--- config.mk ---
export PLATFORM = sky130hd
export DESIGN_NAME = fetch_queue
export DESIGN_NICKNAME = d
export VERILOG_FILES = /design/src/rtl/fetch_queue.sv
export SDC_FILE = /design/constraint.sdc
export NUM_CORES = 1
export LEC_CHECK = 0
export ABC_CLOCK_PERIOD_IN_PS = 2200
export CORE_AREA = 2 2 118 120
export DETAILED_ROUTE_END_ITERATION = 10
export DIE_AREA = 0 0 120 122
export PLACE_DENSITY = 0.84
export SYNTH_ARGS = -nofsm -noshare
export SYNTH_HDL_FRONTEND = slang
export SYNTH_SLANG_ARGS = --single-unit
--- constraint.sdc ---
create_clock -name clk -period 2.2 [get_ports clk]
set_input_delay 0.66 -clock clk [delete_from_list [all_inputs] [get_ports clk]]
set_output_delay 0.66 -clock clk [all_outputs]
set_load 0.01 [all_outputs]
--- src/rtl/fetch_queue.sv ---
// fetch_queue: sequential instruction fetch front end.
// Issues word reads, tracks them across a fixed memory latency and
// buffers the returned words with their PCs in a small FIFO for decode.
//
// Handshake: out_valid says the FIFO head (out_instr/out_pc) is real.
// A transfer happens on a rising edge where out_valid && out_ready are
// both high and flush is low. The head never changes except by that
// transfer, a flush or reset. out_ready may depend on out_valid, but
// out_valid never depends on out_ready.
module fetch_queue #(
  parameter int unsigned       WIDTH    = 16,
  parameter int unsigned       DEPTH    = 4,
  parameter int unsigned       MEM_LAT  = 1,
  parameter logic [WIDTH-1:0]  RESET_PC = '0
) (
  input  logic                       clk,
  input  logic                       rst_n,
  input  logic                       flush,
  input  logic [WIDTH-1:0]           flush_tgt,
  input  logic                       halt,
  output logic                       mem_read_en,
  output logic [WIDTH-1:0]           mem_read_addr,
  input  logic [WIDTH-1:0]           mem_read_data,
  output logic                       out_valid,
  output logic [WIDTH-1:0]           out_instr,
  output logic [WIDTH-1:0]           out_pc,
  input  logic                       out_ready,
  output logic [$clog2(DEPTH+1)-1:0] occupancy
);

  localparam int OCC_W = $clog2(DEPTH + 1);
  localparam int PTR_W = $clog2(DEPTH);
  // Wide enough for occupancy plus up to three reads in flight.
  localparam int CNT_W = OCC_W + 2;

  logic [WIDTH-1:0] fetch_pc_q;
  logic [MEM_LAT-1:0] slot_v_q;
  logic [WIDTH-1:0] slot_pc_q [MEM_LAT];
  logic [WIDTH-1:0] fifo_instr_q [DEPTH];
  logic [WIDTH-1:0] fifo_pc_q [DEPTH];
  logic [PTR_W-1:0] rd_ptr_q;
  logic [PTR_W-1:0] wr_ptr_q;
  logic [OCC_W-1:0] count_q;

  logic [CNT_W-1:0] inflight;
  logic             credit_ok;
  logic             issue;
  logic             push;
  logic             pop;

  // Count reads still travelling through the memory pipeline.
  always_comb begin
    inflight = '0;
    for (int i = 0; i < MEM_LAT; i++) begin
      inflight = inflight + CNT_W'(slot_v_q[i]);
    end
  end

  // A read is only issued when a FIFO entry is guaranteed for its data,
  // so a returning word can never find the FIFO full.
  assign credit_ok = ({2'b00, count_q} + inflight) < CNT_W'(DEPTH);
  assign issue     = rst_n & ~halt & ~flush & credit_ok;
  assign push      = slot_v_q[MEM_LAT-1] & ~flush;
  assign pop       = (count_q != '0) & out_ready & ~flush;

  assign mem_read_en   = issue;
  assign mem_read_addr = fetch_pc_q;
  assign out_valid     = (count_q != '0);
  assign out_instr     = fifo_instr_q[rd_ptr_q];
  assign out_pc        = fifo_pc_q[rd_ptr_q];
  assign occupancy     = count_q;

  // Control state: fetch PC, in-flight valid bits, FIFO pointers and count.
  always_ff @(posedge clk or negedge rst_n) begin
    if (!rst_n) begin
      fetch_pc_q <= RESET_PC;
      slot_v_q   <= '0;
      rd_ptr_q   <= '0;
      wr_ptr_q   <= '0;
      count_q    <= '0;
    end else if (flush) begin
      // Squash everything, including a response arriving this cycle.
      fetch_pc_q <= flush_tgt;
      slot_v_q   <= '0;
      rd_ptr_q   <= '0;
      wr_ptr_q   <= '0;
      count_q    <= '0;
    end else begin
      if (issue) begin
        fetch_pc_q <= fetch_pc_q + WIDTH'(1);
      end
      slot_v_q[0] <= issue;
      for (int i = 1; i < MEM_LAT; i++) begin
        slot_v_q[i] <= slot_v_q[i-1];
      end
      if (push) begin
        wr_ptr_q <= wr_ptr_q + PTR_W'(1);
      end
      if (pop) begin
        rd_ptr_q <= rd_ptr_q + PTR_W'(1);
      end
      case ({push, pop})
        2'b10:   count_q <= count_q + OCC_W'(1);
        2'b01:   count_q <= count_q - OCC_W'(1);
        default: count_q <= count_q;
      endcase
    end
  end

  // Datapath: PCs riding alongside the reads, and FIFO storage.
  always_ff @(posedge clk) begin
    slot_pc_q[0] <= fetch_pc_q;
    for (int i = 1; i < MEM_LAT; i++) begin
      slot_pc_q[i] <= slot_pc_q[i-1];
    end
    if (push) begin
      fifo_instr_q[wr_ptr_q] <= mem_read_data;
      fifo_pc_q[wr_ptr_q]    <= slot_pc_q[MEM_LAT-1];
    end
  end

endmodule

==> impl_metrics.ini, run 1 <==
[routing]
drcViolationCount = 0
first_pass_iters = 5
vias_per_cell = 5.39
finalWirelength_um = 13000
wl_per_cell_um = 19.5
drtIter0Drc = 274
route.vias.total = 3592
ant_nets = 0

[power]
peakVddDrop_mv = 0.621
power_density_nw_per_um2 = 969
leakage_uw = 0.00301

[floorplan]
die_x_um = 120
io_pins = 90
die_area_um2 = 14600
die_h_um = 122
core_area_um2 = 13500
initial_utilization = 0.472
rows = 43

[clock_tree]
ctsHoldBuffers = 0
htree_levels = 4
cts_tree = yes
clock_sinks = 168
clk_path_buf_depth = 2
clk_pin_slew_worst_paths_ns = 0.07
clock_latency_ns = 0.41
cts_root_buffer = clkbuf_16
cts_buffers = 17

[run_status]
outcome = complete, but fails checks
violations = negative setup slack

[worst_setup_path]
path_cells = buf_12 -> buf_6 -> mux4_2 -> buf_6
crit_path_top_delay_cell = mux4_2
worstSetupStartpointType = register
r2r-start = occupancy[2]$_DFFE_PN0P_
crit_path_frequent_cell = buf_6
max_stage_delay_ns = 0.51
worst_setup_path_end_kind = output pin
path_class = register to output pin
cp-startpoint = rd_ptr_q[0]$_DFFE_PN0P_
critPathRequiredTime_ns = 1.54
reg2reg_to = mem_read_addr[2]$_DFFE_PN0P_
arrival_ns = 1.79
r2r_slack_ns = 0.28
r2r_cells = 5
path_buf_inv = 3
crit_fanout = 7
cp_top_family = multiplexers

[timing]
fin_crit_sh = 1.12
finalHoldViolations = 0
max_clock_freq_mhz = 408
period_needed_ns = 2.45
clock_skew_ns = 0.0119
worst_slew_pin_slew_ns = 0.480
setup-violations-final = 32
maxSlewViolCount = 0
max-slew-margin-rel = 0.677
fin_ws_ns = -0.254
grt_setup_unrepaired = yes
worst_hold_slack_ns = 0.469

[synth]
synth.distinct_cells = 41
yosys-top-cells-area = edfxtp_1 (60%), mux4_2 (11%), dfrtp_1 (9.4%)
ys_ff_latch = 168
netlist_instances = 337
synth_commonest_cells = edfxtp_1 (128), mux4_2 (32), dfrtp_1 (24), dfxtp_1 (16)
yosys.area.top_type = edfxtp_1
synth_nets = 380
synth_area_um2 = 6380
synth_edf_count = 128
synth.avg_cell_area_um2 = 18.9
async_reset_ff_frac = 0.143
synth_top_area_share = 0.603
seq_area_frac_synth = 0.747
synth_warnings = 0
synth_ff_type = edfxtp_1
yosysMostFrequentCell = edfxtp_1

[global_routing]
grt_pass1_wl_um = 20900
grt_start_max_net_pins = 33
gr-total-overflow = 0
grt_usage = 0.193
grt_pass1_vias = 3848
grt_antenna_before_repair = 0

[cells_and_area]
fin_nets = 517
multi_input_area_um2 = 1540
fillers = 969
final_core_util = 0.623
post-route-cell-area_um2 = 8410
drive_gt1_frac = 0.310
syn_to_final_growth_pct = 31.8
seq_area_um2 = 4770
n_antenna_cell = 0

[placement]
io_buffers = 89
place.gp.congestion = 0.874
dpl.hpwl_um = 8490
dpl_cell_area_um2 = 7810

[worst_hold_path]
hold_class = primary input to async pin

[job]
maxCapViolCount = 0
==> tightest hold or removal path, cell delays in order <==
cell	delay [ns]
dlygate4sd2_1	0.22
buf_4	0.11
buf_4	0.29
==> registers in the layout, indices dropped and copies added, names as in the netlist <==
| register | flops |
|---|---|
| slot_v_q | 1 |
| occupancy | 3 |
| wr_ptr_q | 2 |
| rd_ptr_q | 2 |
| slot_pc_q | 16 |
| fifo_pc_q | 64 |
| fifo_instr_q | 64 |
| mem_read_addr | 16 |
==> power breakdown <==
part | internal [µW] | switching [µW]
sequential | 3560 | 147
clock | 1710 | 1110
combinational | 948 | 670
==> final cells by class <==
cell class	count	area share
sequential	168	0.568
multi-input combinational	148	0.183
tap	180	0.0268
clock buffer	28	0.0655
timing repair buffer	131	0.150
clock inverter	4	0.00298
inverter	8	0.00357
==> routing by layer <==
| metal | global-route usage | wire [µm] | vias up |
|---|---|---|---|
| met3 | 0.0496 | 788 | 11 |
| li1 | - | - | 1633 |
| met5 | 0 | 0 | - |
| met4 | 0.0647 | 100 | 0 |
| met2 | 0.324 | 6780 | 149 |
| met1 | 0.246 | 5330 | 1799 |
==> logic make-up (layout without fill, tap and decap cells) <==
group | Yosys count | in the layout | synth area share
adders and majority gates | 6 | 6 | 0.0129
xor gates and xnor gates | 4 | 4 | 0.00549
AOI/OAI and AO/OA | 31 | 31 | 0.0357
muxes | 39 | 39 | 0.124
DFF | 168 | 168 | 0.747
buffers and inverters | 21 | 171 | 0.0143
and+or+nand+nor | 68 | 68 | 0.0604
==> worst max-delay path by stage <==
stage,slack [ns],cells after the start,to
2_1_floorplan,-0.13,8,occupancy[2]$_DFFE_PN0P_
3_5_place_dp,-0.64,5,mem_read_en
6_report,-0.25,4,out_instr[12]
5_1_grt,-0.32,4,out_pc[5]
4_1_cts,-0.29,4,out_instr[3]
3_3_place_gp,-0.60,5,mem_read_en
==> repair_timing <==
item	CTS	global route
gates cloned	1	0
setup buffers	7	2
endpoints found under the setup margin	37	39
gates resized for setup	159	13
pin swaps	2	0
==> layout by cell type, fill, tap and decap left out, types with 11 or more instances in the layout <==
master,count
clkbuf_16,20
mux4_2,32
clkdlybuf4s50_1,52
nand3_1,12
nor3_1,11
nand2_1,12
edfxtp_1,128
dfrtp_1,16
buf_6,22
dfxtp_1,16
buf_2,17
buf_4,27
==> metrics by stage <==
stage          setup slack (ns)  power [µW]  instances  TNS [ns]
2_1_floorplan            -0.131        4500        337    -0.131
3_3_place_gp             -0.603        5310        627    -36.88
3_5_place_dp             -0.639        5350        627    -42.60
4_1_cts                  -0.286        8220        667     -7.02
5_1_grt                  -0.316        8480        667     -8.25
6_report                 -0.254        8150        667     -5.89
No activity file was read; power rests on OpenSTA's default activity.
==> inputs of run 2 (changes only) <==
--- a/config.mk
+++ b/config.mk
@@ -9,7 +9,7 @@
 export CORE_AREA = 2 2 118 120
 export DETAILED_ROUTE_END_ITERATION = 10
 export DIE_AREA = 0 0 120 122
-export PLACE_DENSITY = 0.84
+export PLACE_DENSITY = 0.71
 export SYNTH_ARGS = -nofsm -noshare
 export SYNTH_HDL_FRONTEND = slang
 export SYNTH_SLANG_ARGS = --single-unit
==> impl_metrics.ini, run 2 (synthesis gave the netlist of run 1 again) <==
[timing]
clock_skew_ns = 0.0100
worst_slew_pin_slew_ns = 0.464
worst_hold_slack_ns = 0.464
maxSlewViolCount = 0
period_needed_ns = 2.50
fin_crit_sh = 1.14
fin_ws_ns = -0.299
max-slew-margin-rel = 0.688
grt_setup_unrepaired = yes
finalHoldViolations = 0
setup-violations-final = 32
max_clock_freq_mhz = 400

[routing]
drcViolationCount = 0
wl_per_cell_um = 19.1
drtIter0Drc = 315
wl_met3_um = 577
top_layer = met4
met1_length_um = 5450
finalWirelength_um = 13000
ant_nets = 0
vias_per_cell = 5.36
route.met2.wl_um = 6810
route.vias.total = 3650
first_pass_iters = 6

[worst_setup_path]
path_class = register to output pin
arrival_ns = 1.84
r2r_slack_ns = 0.07
crit_fanout = 5
worstSetupStartpointType = register
reg2reg_to = mem_read_addr[10]$_DFFE_PN0P_
critPathRequiredTime_ns = 1.54
r2r_cells = 10
worst_setup_path_end_kind = output pin
r2r-start = occupancy[2]$_DFFE_PN0P_

[power]
switchingPower_uw = 1990
peakVddDrop_mv = 0.509
leakage_uw = 0.00315
pwr-share-clk = 0.350
p_total_uw = 8580
p_sw_frac = 0.231
p_int_uw = 6590
power_density_nw_per_um2 = 990
p_seq_frac = 0.433
pwr-share-comb = 0.217

[worst_hold_path]
hold_path_depth = 0
worstHoldEndpoint = slot_pc_q[0][9]$_DFF_P_
hold_class = register to register
worstHoldStart = mem_read_addr[9]$_DFFE_PN0P_

[cells_and_area]
fillers = 950
mostFrequentLayoutCells = edfxtp_1 (128), clkdlybuf4s50_1 (50), buf_6 (37)
finalNonFillerCells = 681
fin_nets = 531
n_antenna_cell = 0
reg_top3 = fifo_instr_q (64), fifo_pc_q (64)
syn_to_final_growth_pct = 35.9
post-route-cell-area_um2 = 8670
drive_gt1_frac = 0.337
final_common_cell = edfxtp_1

[clock_tree]
htree_levels = 4
clock_sinks = 168
clk_pin_slew_worst_paths_ns = 0.06
cts_tree = yes
cts_root_buffer = clkbuf_16
clock_latency_ns = 0.42
ctsHoldBuffers = 0
cts_buffers = 17
clk_path_buf_depth = 2

[floorplan]
initial_utilization = 0.472
die_x_um = 120
die_area_um2 = 14600
die_h_um = 122
core_area_um2 = 13500
io_pins = 90
rows = 43

[run_status]
violations = negative setup slack
outcome = complete, but fails checks

[placement]
dp_cells = 631
place.gp.congestion = 0.800
dpl.hpwl_um = 8490
io_buffers = 89
dpl_cell_area_um2 = 7810

[global_routing]
gr-total-overflow = 0
grt_antenna_before_repair = 0
grt_usage = 0.191
grt_start_max_net_pins = 33
grt_pass1_wl_um = 20500
grt_pass1_vias = 3762

[job]
maxCapViolCount = 0
## run 2: repair_timing
item	CTS	global route
gates resized for setup	176	27
endpoints found under the hold margin	0	0
setup endpoints to repair	38	44
pin swaps	2	3
cloned	1	0
setup buffers	19	0
## run 2: area by class of cell
type	instances	area, µm²	share of cell area
Sequential cell	168	4780	0.551
Multi-Input combinational cell	148	1540	0.178
Timing Repair Buffer	145	1500	0.173
Clock buffer	21	440	0.0508
Tap cell	180	225	0.0260
Clock inverter	11	159	0.0183
Inverter	8	30.0	0.00347
## run 2: worst max-delay path by stage
stage	from	to	slack, ns	cells past startpoint
after floorplan	flush	occupancy[2]$_DFFE_PN0P_	-0.13	8
after global placement	flush	mem_read_en	-0.58	5
after detailed placement	flush	mem_read_en	-0.62	5
after CTS	rd_ptr_q[0]$_DFFE_PN0P_	out_pc[0]	-0.31	4
after global routing	rd_ptr_q[0]$_DFFE_PN0P_	out_instr[11]	-0.36	4
final	rd_ptr_q[0]$_DFFE_PN0P_	out_pc[13]	-0.30	4
## run 2: stage by stage
stage | utilization | setup slack, ns | setup TNS (ns)
6_report | 0.642 | -0.299 | -7.78
5_1_grt | 0.642 | -0.362 | -9.88
4_1_cts | 0.637 | -0.310 | -8.94
3_5_place_dp | 0.579 | -0.616 | -38.66
3_3_place_gp | 0.579 | -0.577 | -36.85
2_1_floorplan | - | -0.131 | -0.131
## run 2: power by group through the flow
stage                     logic (µW)  registers [µW]  clock network, µW
after floorplan                  763            3730                  0
after global placement          1560            3750                  0
after detailed placement        1570            3760                  0
after CTS                       1820            3710               3040
after global routing            2000            3730               3180
final                           1860            3710               3010
## run 2: routing by layer
layer / track usage / up-vias
met5: 0 / -
met4: 0.0735 / 0
met3: 0.0520 / 13
met2: 0.328 / 105
met1: 0.230 / 1866
li1: - / 1666
## run 2: critical path, cell delays in order, from the launching register on
cell     delay [ns]
dfrtp_2        0.49
buf_8          0.16
buf_6          0.09
mux4_2         0.53
buf_6          0.15
==> inputs of run 3 (changes only) <==
==> config.mk (replaced) <==
export PLATFORM = sky130hd
export DESIGN_NAME = fetch_queue
export DESIGN_NICKNAME = d
export VERILOG_FILES = /design/src/rtl/fetch_queue.sv
export SDC_FILE = /design/constraint.sdc
export NUM_CORES = 1
export LEC_CHECK = 0
export ABC_CLOCK_PERIOD_IN_PS = 3000
export CORE_AREA = 2 2 112 114
export DETAILED_ROUTE_END_ITERATION = 10
export DIE_AREA = 0 0 114 116
export PLACE_DENSITY = 0.75
export SYNTH_ARGS = -nofsm -noshare
export SYNTH_HDL_FRONTEND = slang
export SYNTH_SLANG_ARGS = --single-unit
==> constraint.sdc (replaced) <==
create_clock -name clk -period 3 [get_ports clk]
set_input_delay 0.9 -clock clk [delete_from_list [all_inputs] [get_ports clk]]
set_output_delay 0.9 -clock clk [all_outputs]
set_load 0.01 [all_outputs]
==> impl_metrics.ini, run 3 (synthesis gave the netlist of run 1 again) <==
[cells_and_area]
drive_gt1_frac = 0.201
reg_top3 = fifo_instr_q (64), fifo_pc_q (64)
fin_nets = 497
final_common_cell = edfxtp_1
final_core_util = 0.692
n_antenna_cell = 0
syn_to_final_growth_pct = 29.2
mostFrequentLayoutCells = edfxtp_1 (128), clkdlybuf4s50_1 (72), mux4_2 (32)
post-route-cell-area_um2 = 8240

[worst_setup_path]
critPathRequiredTime_ns = 2.10
max_stage_delay_ns = 0.52
crit_path_top_delay_cell = mux4_2
worstSetupStartpointType = register
arrival_ns = 2.01
cp_top_family = buffers and inverters
path_buf_inv = 2
crit_fanout = 10
worst_setup_path_end_kind = output pin
path_cells = buf_8 -> mux4_2 -> clkdlybuf4s50_1
path_class = register to output pin

[timing]
grt_setup_unrepaired = no
max_clock_freq_mhz = 343
period_needed_ns = 2.91
setup-violations-final = 0
finalSetupTns_ns = 0
finalHoldViolations = 0
fin_crit_sh = 0.970
maxSlewViolCount = 0
worst_slew_pin_slew_ns = 0.670
clock_skew_ns = 0.00969
max-slew-margin-rel = 0.549

[routing]
route.vias.total = 3517
vias_per_cell = 5.73
drcViolationCount = 0
route.met2.wl_um = 6110
ant_nets = 0
wl_met3_um = 680
finalWirelength_um = 12300
top_layer = met4
drtIter0Drc = 239
met1_length_um = 5380
wl_per_cell_um = 20.0
first_pass_iters = 4

[worst_hold_path]
hold_class = register to register

[floorplan]
io_pins = 90
rows = 40
die_area_um2 = 13200
initial_utilization = 0.535
core_area_um2 = 11900
die_x_um = 114
die_h_um = 116

[clock_tree]
clk_path_buf_depth = 2
cts_tree = yes
clock_latency_ns = 0.41
cts_root_buffer = clkbuf_16
clock_sinks = 168
cts_buffers = 17
clk_pin_slew_worst_paths_ns = 0.06
htree_levels = 4

[power]
p_seq_frac = 0.461
p_sw_frac = 0.237
power_density_nw_per_um2 = 715
switchingPower_uw = 1400
leakage_uw = 0.00290
p_int_uw = 4500
pwr-share-comb = 0.183
pwr-share-clk = 0.355
peakVddDrop_mv = 0.398

[placement]
dpl_cell_area_um2 = 7590
dpl.hpwl_um = 7670
io_buffers = 89
place.gp.congestion = 0.828

[global_routing]
grt_antenna_before_repair = 0
grt_pass1_wl_um = 19000
grt_pass1_vias = 3623
gr-total-overflow = 0
grt_usage = 0.194
grt_start_max_net_pins = 34

[job]
maxCapViolCount = 0

[run_status]
outcome = finished, final reports clean
run 3: final timing paths:
check,startpoint,end,slack [ns],cells after the start
hold / removal,mem_read_addr[9]$_DFFE_PN0P_,slot_pc_q[0][9]$_DFF_P_,0.47,0
setup reg to reg,occupancy[0]$_DFFE_PN0P_,occupancy[2]$_DFFE_PN0P_,0.71,6
min in group asynchronous,rst_n,mem_read_addr[0]$_DFFE_PN0P_,0.89,2
hold reg to reg,mem_read_addr[9]$_DFFE_PN0P_,slot_pc_q[0][9]$_DFF_P_,0.47,0
setup / recovery,rd_ptr_q[0]$_DFFE_PN0P_,out_instr[13],0.09,3
max in group asynchronous,rst_n,rd_ptr_q[0]$_DFFE_PN0P_,1.82,2
run 3: cell type report:
| cell class | count | area (µm²) |
|---|---|---|
| clock buffer | 22 | 495 |
| clock inverter | 10 | 91.3 |
| fill | 763 | 3670 |
| inverter | 8 | 30.0 |
| multi-input combinational | 148 | 1530 |
| sequential | 168 | 4770 |
| tap | 147 | 184 |
| timing repair buffer | 111 | 1140 |
run 3: power groups by stage:
stage / logic [µW] / clock network, µW / registers, µW
floorplan: 559 / 0 / 2740
global placement: 1060 / 0 / 2760
detailed placement: 1070 / 0 / 2770
CTS: 1040 / 2130 / 2720
global route: 1150 / 2230 / 2730
finish: 1080 / 2090 / 2720
run 3: through the flow:
stage / setup WS [ns] / instances / hold slack (ns) / power (µW)
floorplan: 0.287 / 337 / 0.438 / 3300
global placement: -0.252 / 576 / 0.447 / 3820
detailed placement: -0.279 / 576 / 0.450 / 3840
CTS: -0.00953 / 609 / 0.468 / 5890
global route: 0.00192 / 614 / 0.489 / 6110
finish: 0.0887 / 614 / 0.466 / 5890
run 3: per-layer routing:
layer | global-route usage | up-vias
met3 | 0.0622 | 8
li1 | - | 1593
met5 | 0 | -
met4 | 0.0602 | 0
met1 | 0.257 | 1784
met2 | 0.311 | 132
run 3: what timing repair did:
item,4_1_cts,5_1_grt
pin swaps,1,2
setup buffers,1,4
endpoints found under the setup margin,28,17
cloned,0,1
hold buffers,0,0
resized for setup,17,5
